File: src/rtl/div_control.sv
// ---------------------------------------------------------------------------
// div_control
//
// Iterative signed integer divider for the multdiv unit. A one-cycle start
// pulse latches the operands. The divider then runs one restoring-division
// step per clock on the operand magnitudes, and applies sign correction to the
// quotient on the last step.
//
// Ports
//   clk             system clock, rising edge
//   reset           asynchronous, active-high reset
//   ctrl_DIV        start pulse; sampled on the rising clock edge
//   data_operandA   dividend, two's complement
//   data_operandB   divisor, two's complement
//   data_result     quotient, two's complement, registered; held between ops
//   data_exception  divide-by-zero flag, registered; held between ops
//   data_resultRDY  one-cycle result-valid strobe, registered
//   busy            high while an operation is iterating (RUN state)
//
// Timing
//   A start sampled at edge E0 with a non-zero divisor raises data_resultRDY
//   on edge E(WIDTH) for exactly one cycle. A zero divisor raises it on E0.
//   A start while RUN or DONE abandons the current operation silently and
//   begins the new one.
//
// CNT_W must satisfy 2**CNT_W > WIDTH so the step counter can reach WIDTH-1.
// ---------------------------------------------------------------------------
module div_control #(
  parameter int WIDTH = 32,
  parameter int CNT_W = 6
) (
  input  logic             clk,
  input  logic             reset,
  input  logic             ctrl_DIV,
  input  logic [WIDTH-1:0] data_operandA,
  input  logic [WIDTH-1:0] data_operandB,
  output logic [WIDTH-1:0] data_result,
  output logic             data_exception,
  output logic             data_resultRDY,
  output logic             busy
);

  typedef enum logic [1:0] {
    IDLE = 2'd0,
    RUN  = 2'd1,
    DONE = 2'd2
  } state_t;

  // Counter value during the final restoring step.
  localparam logic [CNT_W-1:0] LAST_STEP = CNT_W'(WIDTH - 1);

  state_t           state_q;
  logic [CNT_W-1:0] cnt_q;
  logic [WIDTH-1:0] rem_q;     // partial remainder
  logic [WIDTH-1:0] quo_q;     // dividend shifts out the top, quotient bits enter the bottom
  logic [WIDTH-1:0] dsr_q;     // divisor magnitude
  logic             neg_q;     // quotient must be negated at the end
  logic [WIDTH-1:0] result_q;
  logic             exc_q;
  logic             rdy_q;
  logic             busy_q;

  logic [WIDTH-1:0] absA_d;
  logic [WIDTH-1:0] absB_d;
  logic             divZero_d;
  logic [WIDTH:0]   shifted_d;
  logic [WIDTH:0]   trial_d;
  logic             trialOk_d;
  logic [WIDTH-1:0] rem_d;
  logic [WIDTH-1:0] quo_d;
  logic [WIDTH-1:0] quoSigned_d;

  // Operand magnitudes. Negating the most negative value wraps back to
  // 2^(WIDTH-1). Read as unsigned, that is its true magnitude, so WIDTH bits
  // are enough and no separate wide path is needed.
  always_comb begin
    absA_d    = data_operandA[WIDTH-1] ? (~data_operandA + 1'b1) : data_operandA;
    absB_d    = data_operandB[WIDTH-1] ? (~data_operandB + 1'b1) : data_operandB;
    divZero_d = (data_operandB == '0);
  end

  // One restoring step.
  // The remainder is always below the divisor, and the divisor is at most
  // 2^(WIDTH-1). So the shifted remainder fits in WIDTH bits. The trial
  // subtraction in WIDTH+1 bits then has a reliable sign bit.
  always_comb begin
    shifted_d   = {rem_q, quo_q[WIDTH-1]};
    trial_d     = shifted_d - {1'b0, dsr_q};
    trialOk_d   = ~trial_d[WIDTH];
    rem_d       = trialOk_d ? trial_d[WIDTH-1:0] : shifted_d[WIDTH-1:0];
    quo_d       = {quo_q[WIDTH-2:0], trialOk_d};
    quoSigned_d = neg_q ? (~quo_d + 1'b1) : quo_d;
  end

  // Control FSM and datapath registers.
  // A start pulse has priority in every state, which is what makes a
  // re-trigger abort the operation in flight. The ready strobe defaults low,
  // so it only lives for the single cycle after it is set.
  always_ff @(posedge clk or posedge reset) begin
    if (reset) begin
      state_q  <= IDLE;
      cnt_q    <= '0;
      rem_q    <= '0;
      quo_q    <= '0;
      dsr_q    <= '0;
      neg_q    <= 1'b0;
      result_q <= '0;
      exc_q    <= 1'b0;
      rdy_q    <= 1'b0;
      busy_q   <= 1'b0;
    end else begin
      rdy_q <= 1'b0;
      if (ctrl_DIV) begin
        cnt_q <= '0;
        rem_q <= '0;
        if (divZero_d) begin
          // Nothing to iterate: report the exception right away.
          state_q  <= DONE;
          quo_q    <= '0;
          dsr_q    <= '0;
          neg_q    <= 1'b0;
          result_q <= '0;
          exc_q    <= 1'b1;
          rdy_q    <= 1'b1;
          busy_q   <= 1'b0;
        end else begin
          state_q <= RUN;
          quo_q   <= absA_d;
          dsr_q   <= absB_d;
          neg_q   <= data_operandA[WIDTH-1] ^ data_operandB[WIDTH-1];
          busy_q  <= 1'b1;
        end
      end else begin
        case (state_q)
          IDLE: begin
            busy_q <= 1'b0;
          end
          RUN: begin
            rem_q <= rem_d;
            quo_q <= quo_d;
            cnt_q <= cnt_q + CNT_W'(1);
            if (cnt_q == LAST_STEP) begin
              state_q  <= DONE;
              result_q <= quoSigned_d;
              exc_q    <= 1'b0;
              rdy_q    <= 1'b1;
              busy_q   <= 1'b0;
            end
          end
          DONE: begin
            state_q <= IDLE;
            busy_q  <= 1'b0;
          end
          default: begin
            state_q <= IDLE;
            busy_q  <= 1'b0;
          end
        endcase
      end
    end
  end

  assign data_result    = result_q;
  assign data_exception = exc_q;
  assign data_resultRDY = rdy_q;
  assign busy           = busy_q;

endmodule

File: config.mk
export PLATFORM = sky130hd
export DESIGN_NAME = div_control
export DESIGN_NICKNAME = d
export VERILOG_FILES = /design/src/rtl/div_control.sv
export SDC_FILE = /design/constraint.sdc
export NUM_CORES = 1
export LEC_CHECK = 0
export ABC_CLOCK_PERIOD_IN_PS = 8400
export BUFFER_PORTS_ARGS = -buffer_cell sky130_fd_sc_hd__buf_2
export CAP_MARGIN = 20
export CELL_PAD_IN_SITES_DETAIL_PLACEMENT = 1
export CELL_PAD_IN_SITES_GLOBAL_PLACEMENT = 1
export CORE_AREA = 3 3 229 119
export CTS_CLUSTER_DIAMETER = 200
export DETAILED_ROUTE_END_ITERATION = 12
export DIE_AREA = 0 0 232 122
export GPL_TIMING_DRIVEN = 0
export PLACE_DENSITY_LB_ADDON = 0.1
export SLEW_MARGIN = 40
export SYNTH_ARGS = -nofsm -noshare
export SYNTH_HDL_FRONTEND = slang
export SYNTH_SLANG_ARGS = --single-unit
File: constraint.sdc
create_clock -name clk -period 8.4 [get_ports clk]
set_input_delay 2.1 -clock clk [delete_from_list [all_inputs] [get_ports clk]]
set_output_delay 2.1 -clock clk [all_outputs]
set_load 0.02 [all_outputs]
# --- After elaboration in Yosys (flattened, before gate mapping) ---
# Cells that the tools add are included.
word_totals:
  register_bits: 140
  input_bits: 67
  out_inout_bits: 35
  word_cells: 63
op_classes:
  addsub: 5
  n_eq_ne: 5
  mux: 32
  n_bitwise: 5
  reduce_logical: 6
ops:
  columns: ["cell", "count"]
  rows:
  - ["32-bit two-way mux", 14]
  - ["32-bit by 1-bit adder with 32-bit output, second input constant", 3]
  - ["32-bit inverter", 3]
  - ["33-bit by 32-bit subtractor with 33-bit output", 1]
  - ["32-bit zero test", 1]
  - ["1-bit two-way mux", 12]
  - ["6-bit two-way mux", 2]
  - ["6-bit by 1-bit adder with 6-bit output, second input constant", 1]
  - ["6-bit by 5-bit equality test with 1-bit output, second input constant", 1]
  - ["2-bit two-way mux", 3]
  - ["2-bit case mux with 2 select lines", 1]
  - ["2-bit nonzero test", 2]
  - ["3-bit != test, second input constant", 1]
  - ["3-bit AND reduction", 1]
  - ["2-bit by 1-bit equality test with 1-bit output, second input constant", 1]
  - ["2-bit zero test", 1]
  - ["2-bit by 1-bit != test with 1-bit output, second input constant", 1]
  - ["2-bit != test, second input constant", 1]
  - ["2-bit AND reduction", 1]
  - ["1-bit inverter", 1]
  - ["1-bit XOR", 1]

# --- Logic depth before layout (Yosys ltp) ---
depth:
  ltp_word: 8
  ltp_mapped: 20
  ltp_nobuf: 18

# --- Least setup slack after synthesis ---
# No wires, ideal clock.
synth_path:
  kind: "input port to flip-flop"
  startpoint: "input data_operandA[8]"
  endpoint: "register quo_q[30]"
  setup_ns: 0.077
  arrival_ns: 4.687
  required_time_ns: 8.323
  path_slack_ns: 3.636
  cell_stages: 10
  n_path_buf: 1
  path_cell_list: "or4_4 > or4_1 > or2_1 > or4_1 > buf_2 > or3_4 > o31ai_4 > xnor2_1 > nand3_1 > o21ai_1"
synth_between:
  elab_chain_len: 5
synth_rtl:
  columns: ["item", "line", "text"]
  rows:
  - ["start: declaration", "35", "input logic [WIDTH-1:0] data_operandA,"]
  - ["32-bit inverter", "77", "absA_d = data_operandA[WIDTH-1] ? (~data_operandA + 1'b1) : data_operandA;"]
  - ["32-bit by 1-bit adder with 32-bit output", "77", null]
  - ["32-bit two-way mux", "77", null]
  - ["32-bit two-way mux", "116", "if (divZero_d) begin"]
  - ["32-bit two-way mux", "113", "if (ctrl_DIV) begin"]
  - ["end signal: assignment", "128", "quo_q <= absA_d;"]
  - ["end signal: assignment", "140", "quo_q <= quo_d;"]
  - ["end: declaration", "55", "logic [WIDTH-1:0] quo_q;"]
# No other way between the ends.
# A chain may end at the register's enable or synchronous reset.

# --- Worst setup path after layout ---
layout_path:
  startpoint: "register quo_q[31]"
  endpoint: "register result_q[30] (netlist: data_result[30])"
layout_between:
  elab_chain_len: 8
layout_rtl:
  columns: ["item", "line", "text"]
  rows:
  - ["33-bit by 32-bit subtractor with 33-bit output", "88", "trial_d = shifted_d - {1'b0, dsr_q};"]
  - ["1-bit inverter", "89", "trialOk_d = ~trial_d[WIDTH];"]
  - ["32-bit inverter", "92", "quoSigned_d = neg_q ? (~quo_d + 1'b1) : quo_d;"]
  - ["32-bit by 1-bit adder with 32-bit output", "92", null]
  - ["32-bit two-way mux", "92", null]
  - ["32-bit two-way mux", "142", "if (cnt_q == LAST_STEP) begin"]
  - ["32-bit two-way mux", "134", "case (state_q)"]
  - ["32-bit two-way mux", "113", null]
  - ["end signal: assignment", "144", "result_q <= quoSigned_d;"]
  - ["end: declaration", "58", "logic [WIDTH-1:0] result_q;"]
# No other way between the ends. The select of a mux whose other input is x is not followed.

==> metrics <==
DP Area=roughly 11000 um2; boundary pin count=102; ranking of synthesized cells by area=dfrtp_1, xor2_1, mux2i_1; sequential element share of the synthesized area=36.6%; post-route setup TNS=0 ns; Final Power=roughly 2.5 mW; Congestion Overflow GR=0; Hold Violations, Final=0; ant diodes=0; synth-to-layout area growth=16.4%; PD cells=221 nW/um2; Die Wd=between 200 and 250 um; top cell type's share of synthesized area=36.6%; Worst-Margin Slew=0.788 ns; vias in the first global route=8817; cell taking the most area after synthesis=dfrtp_1; Worst slew margin=47.5%; clock net sink count=140; first-pass GRT wire length=49400 um; ys async rst share=100%; clock skew=0.00925 ns; crit-path max cell delay=0.49 ns; final WL=31200 um; Synth Instances=1113; via count=just under 9000; P_leak=5.11 nW; pin count of the biggest net entering global routing=73; cells along the critical path=inv_1 > ha_1 > fa_1 > nor2b_1 > o31ai_1 > a211oi_1 > or3_1 > clkbuf_1 > o31a_1 > o211ai_2 > clkbuf_1 > buf_6 > inv_1 > ha_1 > nand2_1 > or3_1 > nand2b_1 > nand2b_1 > o41ai_1 > xor2_1 > o21ai_1; 1st-iter DRT viols=432; Fmax=0.173 GHz; total of warnings raised by yosys=0; drt first pass iters=4; Worst-Skew Late Latency=0.44 ns; postcts setup bufs=0; Max VDD drop=0.000131 V; RSZ-0062 raised after global routing=false; leading register cell type out of synthesis=dfrtp_1; CP arrival=6.09 ns; GP Congestion=0.858; initial antenna violation count=0; count of cell types in the netlist=64; Layout Cells excl Fill=1589; CTS tree=yes; wire length per cell=19.6 um; # setup viols final=0; Startpoint Class=flip-flop; share of cells above drive strength 1=around an eighth; Hold Buf Count CTS=0; Global Route Usage Sum=22.5%; Post-DRT Antenna Nets=0; post-detail-place hpwl=23800 um; syn avg cell area=8.60 um2; Filler cells=3005; number of gates resized after CTS=0; Slowest-stage cell, CP=a211oi_1; core area=25100 um2; Hold Crit Class=reg2reg; # rows=41; Period minus WS final=5.78 ns; CTS clk-pin slew, worst paths=0.06 ns; # H-tree levels=4; CTS max path bufs=2; via/cell ratio=roughly 5.5; Final #Nets=approximately 1300; CP required=8.71 ns; Seq cells post-synth=140; Die ar.=28300 um2; run status=finished, final reports clean; cell area after layout=between 10000 and 15000 um2; WS Path Type=reg2reg; crit end category=flip-flop; initial core utilization=a little under two fifths; WHS=around 0.47 ns; max-cap violations=0; Slew Limit Fails=0; Post-synth EDFFs=0; number of CTS-inserted buffers=17; CP Max Fanout=7; post-placement cell count=~1600; die height=122 um; Final Cycle Share=68.8%; Worst Path Buf+Inv=5; Largest delay share family, worst path=compound AO/OA/AOI/OAI gates; drt drc=0; count of input and output buffers=99; Root Buffer=clkbuf_16; Post-Synthesis Cell Area=9570 um2; syn nets=1217
## metrics by stage
| step | setup WS (ns) | utilization [%] |
|---|---|---|
| global placement | 0.591 | 41.8 |
| finish | 2.62 | 44.3 |
| detailed placement | 2.69 | 41.9 |
| CTS | 2.64 | 44.3 |
| global route | 2.16 | 44.3 |
| floorplan | 2.55 | - |
## cell type report
type	instances	area, um2	share of cell area [%]
tap	344	430	3.86
timing repair buffer	101	534	4.79
buffer	63	248	2.22
clock inverter	9	136	1.22
clock buffer	22	464	4.16
inverter	50	195	1.75
sequential	140	3500	31.4
multi-input combinational	860	5630	50.5
## power breakdown
part / switching [mW] / leakage, nW / internal, mW
sequential: 0.0855 / 1.70 / 0.755
combinational: 0.495 / 3.12 / 0.326
clock: 0.321 / 0.287 / 0.483
total: 0.901 / 5.11 / 1.56
## registers in the layout, indices dropped and copies added, names as in the netlist
name and flops:
rem_q 32, neg_q 1, data_result 32, dsr_q 32
data_resultRDY 1, quo_q 32, data_exception 1, state_q 2
busy 1, cnt_q 6
## cell usage after synthesis (29+ instances only)
cell type / instances
inv_1: 50
ha_1: 36
clkbuf_1: 53
or3_1: 29
xnor2_1: 31
a21oi_1: 70
nor2_1: 99
dfrtp_1: 140
nand2_1: 96
o31ai_1: 30
o21ai_0: 106
xor2_1: 84
mux2i_1: 57
## routing by layer
metal	share of wire, %	wire length, um	global-route usage, %	up-vias
li1	-	-	-	4207
met4	2.2	697	7.77	0
met2	47	14500	37.2	118
met3	3.0	943	3.11	38
met1	48	15000	30.4	4310
met5	0	0	0	-
## worst reg2reg max path: stages (launching register included)
cell and delay [ns]:
dfrtp_1 0.34, inv_1 0.06, ha_1 0.22, fa_1 0.42, nor2b_1 0.17, o31ai_1 0.12
a211oi_1 0.49, or3_1 0.19, clkbuf_1 0.30, o31a_1 0.27, o211ai_2 0.24, clkbuf_1 0.31
buf_6 0.22, inv_1 0.29, ha_1 0.26, nand2_1 0.09, or3_1 0.43, nand2b_1 0.29
nand2b_1 0.28, o41ai_1 0.40, xor2_1 0.19, o21ai_1 0.07
## cell families after synthesis
| group | share of synthesized area (%) |
|---|---|
| simple gates | 16.1 |
| compound gates | 21.1 |
| flops | 36.6 |
| xor+xnor | 10.5 |
| buf+inv | 4.55 |
| mux | 6.20 |
| fa+ha+maj | 4.91 |
## worst paths after layout
kind	from	cells past startpoint	to	slack, ns
setup / recovery	quo_q[31]	21	data_result[30]	2.62
hold / removal	data_result[28]	2	data_result[28]	0.47
setup reg to reg	quo_q[31]	21	data_result[30]	2.62
hold reg to reg	data_result[28]	2	data_result[28]	0.47
max in group asynchronous	reset	3	rem_q[14]	5.89
min in group asynchronous	reset	2	data_result[17]	1.73
## cell usage in the layout, fill, tap and decap left out, types with 4 or more instances in the layout
cell | Yosys | routed
o22ai_1 | 13 | 13
nor2_1 | 99 | 99
dfrtp_1 | 140 | 140
nand3_1 | 28 | 28
a311oi_1 | 4 | 4
o41ai_1 | 11 | 11
ha_1 | 36 | 36
o31ai_1 | 30 | 30
a211oi_1 | 28 | 28
xor2_1 | 84 | 84
inv_1 | 50 | 49
a31oi_1 | 6 | 6
mux2i_1 | 57 | 57
clkbuf_1 | 53 | 56
buf_1 | 5 | 5
clkbuf_16 | 0 | 17
o21ai_0 | 106 | 106
nor2b_1 | 7 | 7
or2_2 | 6 | 6
a21oi_1 | 70 | 70
nand2_1 | 96 | 96
nand4_1 | 8 | 8
nor3_1 | 14 | 14
and3_1 | 4 | 4
or4_1 | 8 | 8
a21o_1 | 10 | 10
buf_2 | 3 | 102
or3_1 | 29 | 29
xnor2_1 | 31 | 31
o21a_1 | 7 | 7
o21ai_1 | 5 | 5
nand2b_1 | 12 | 12
Power figures use the tool's default switching activity.
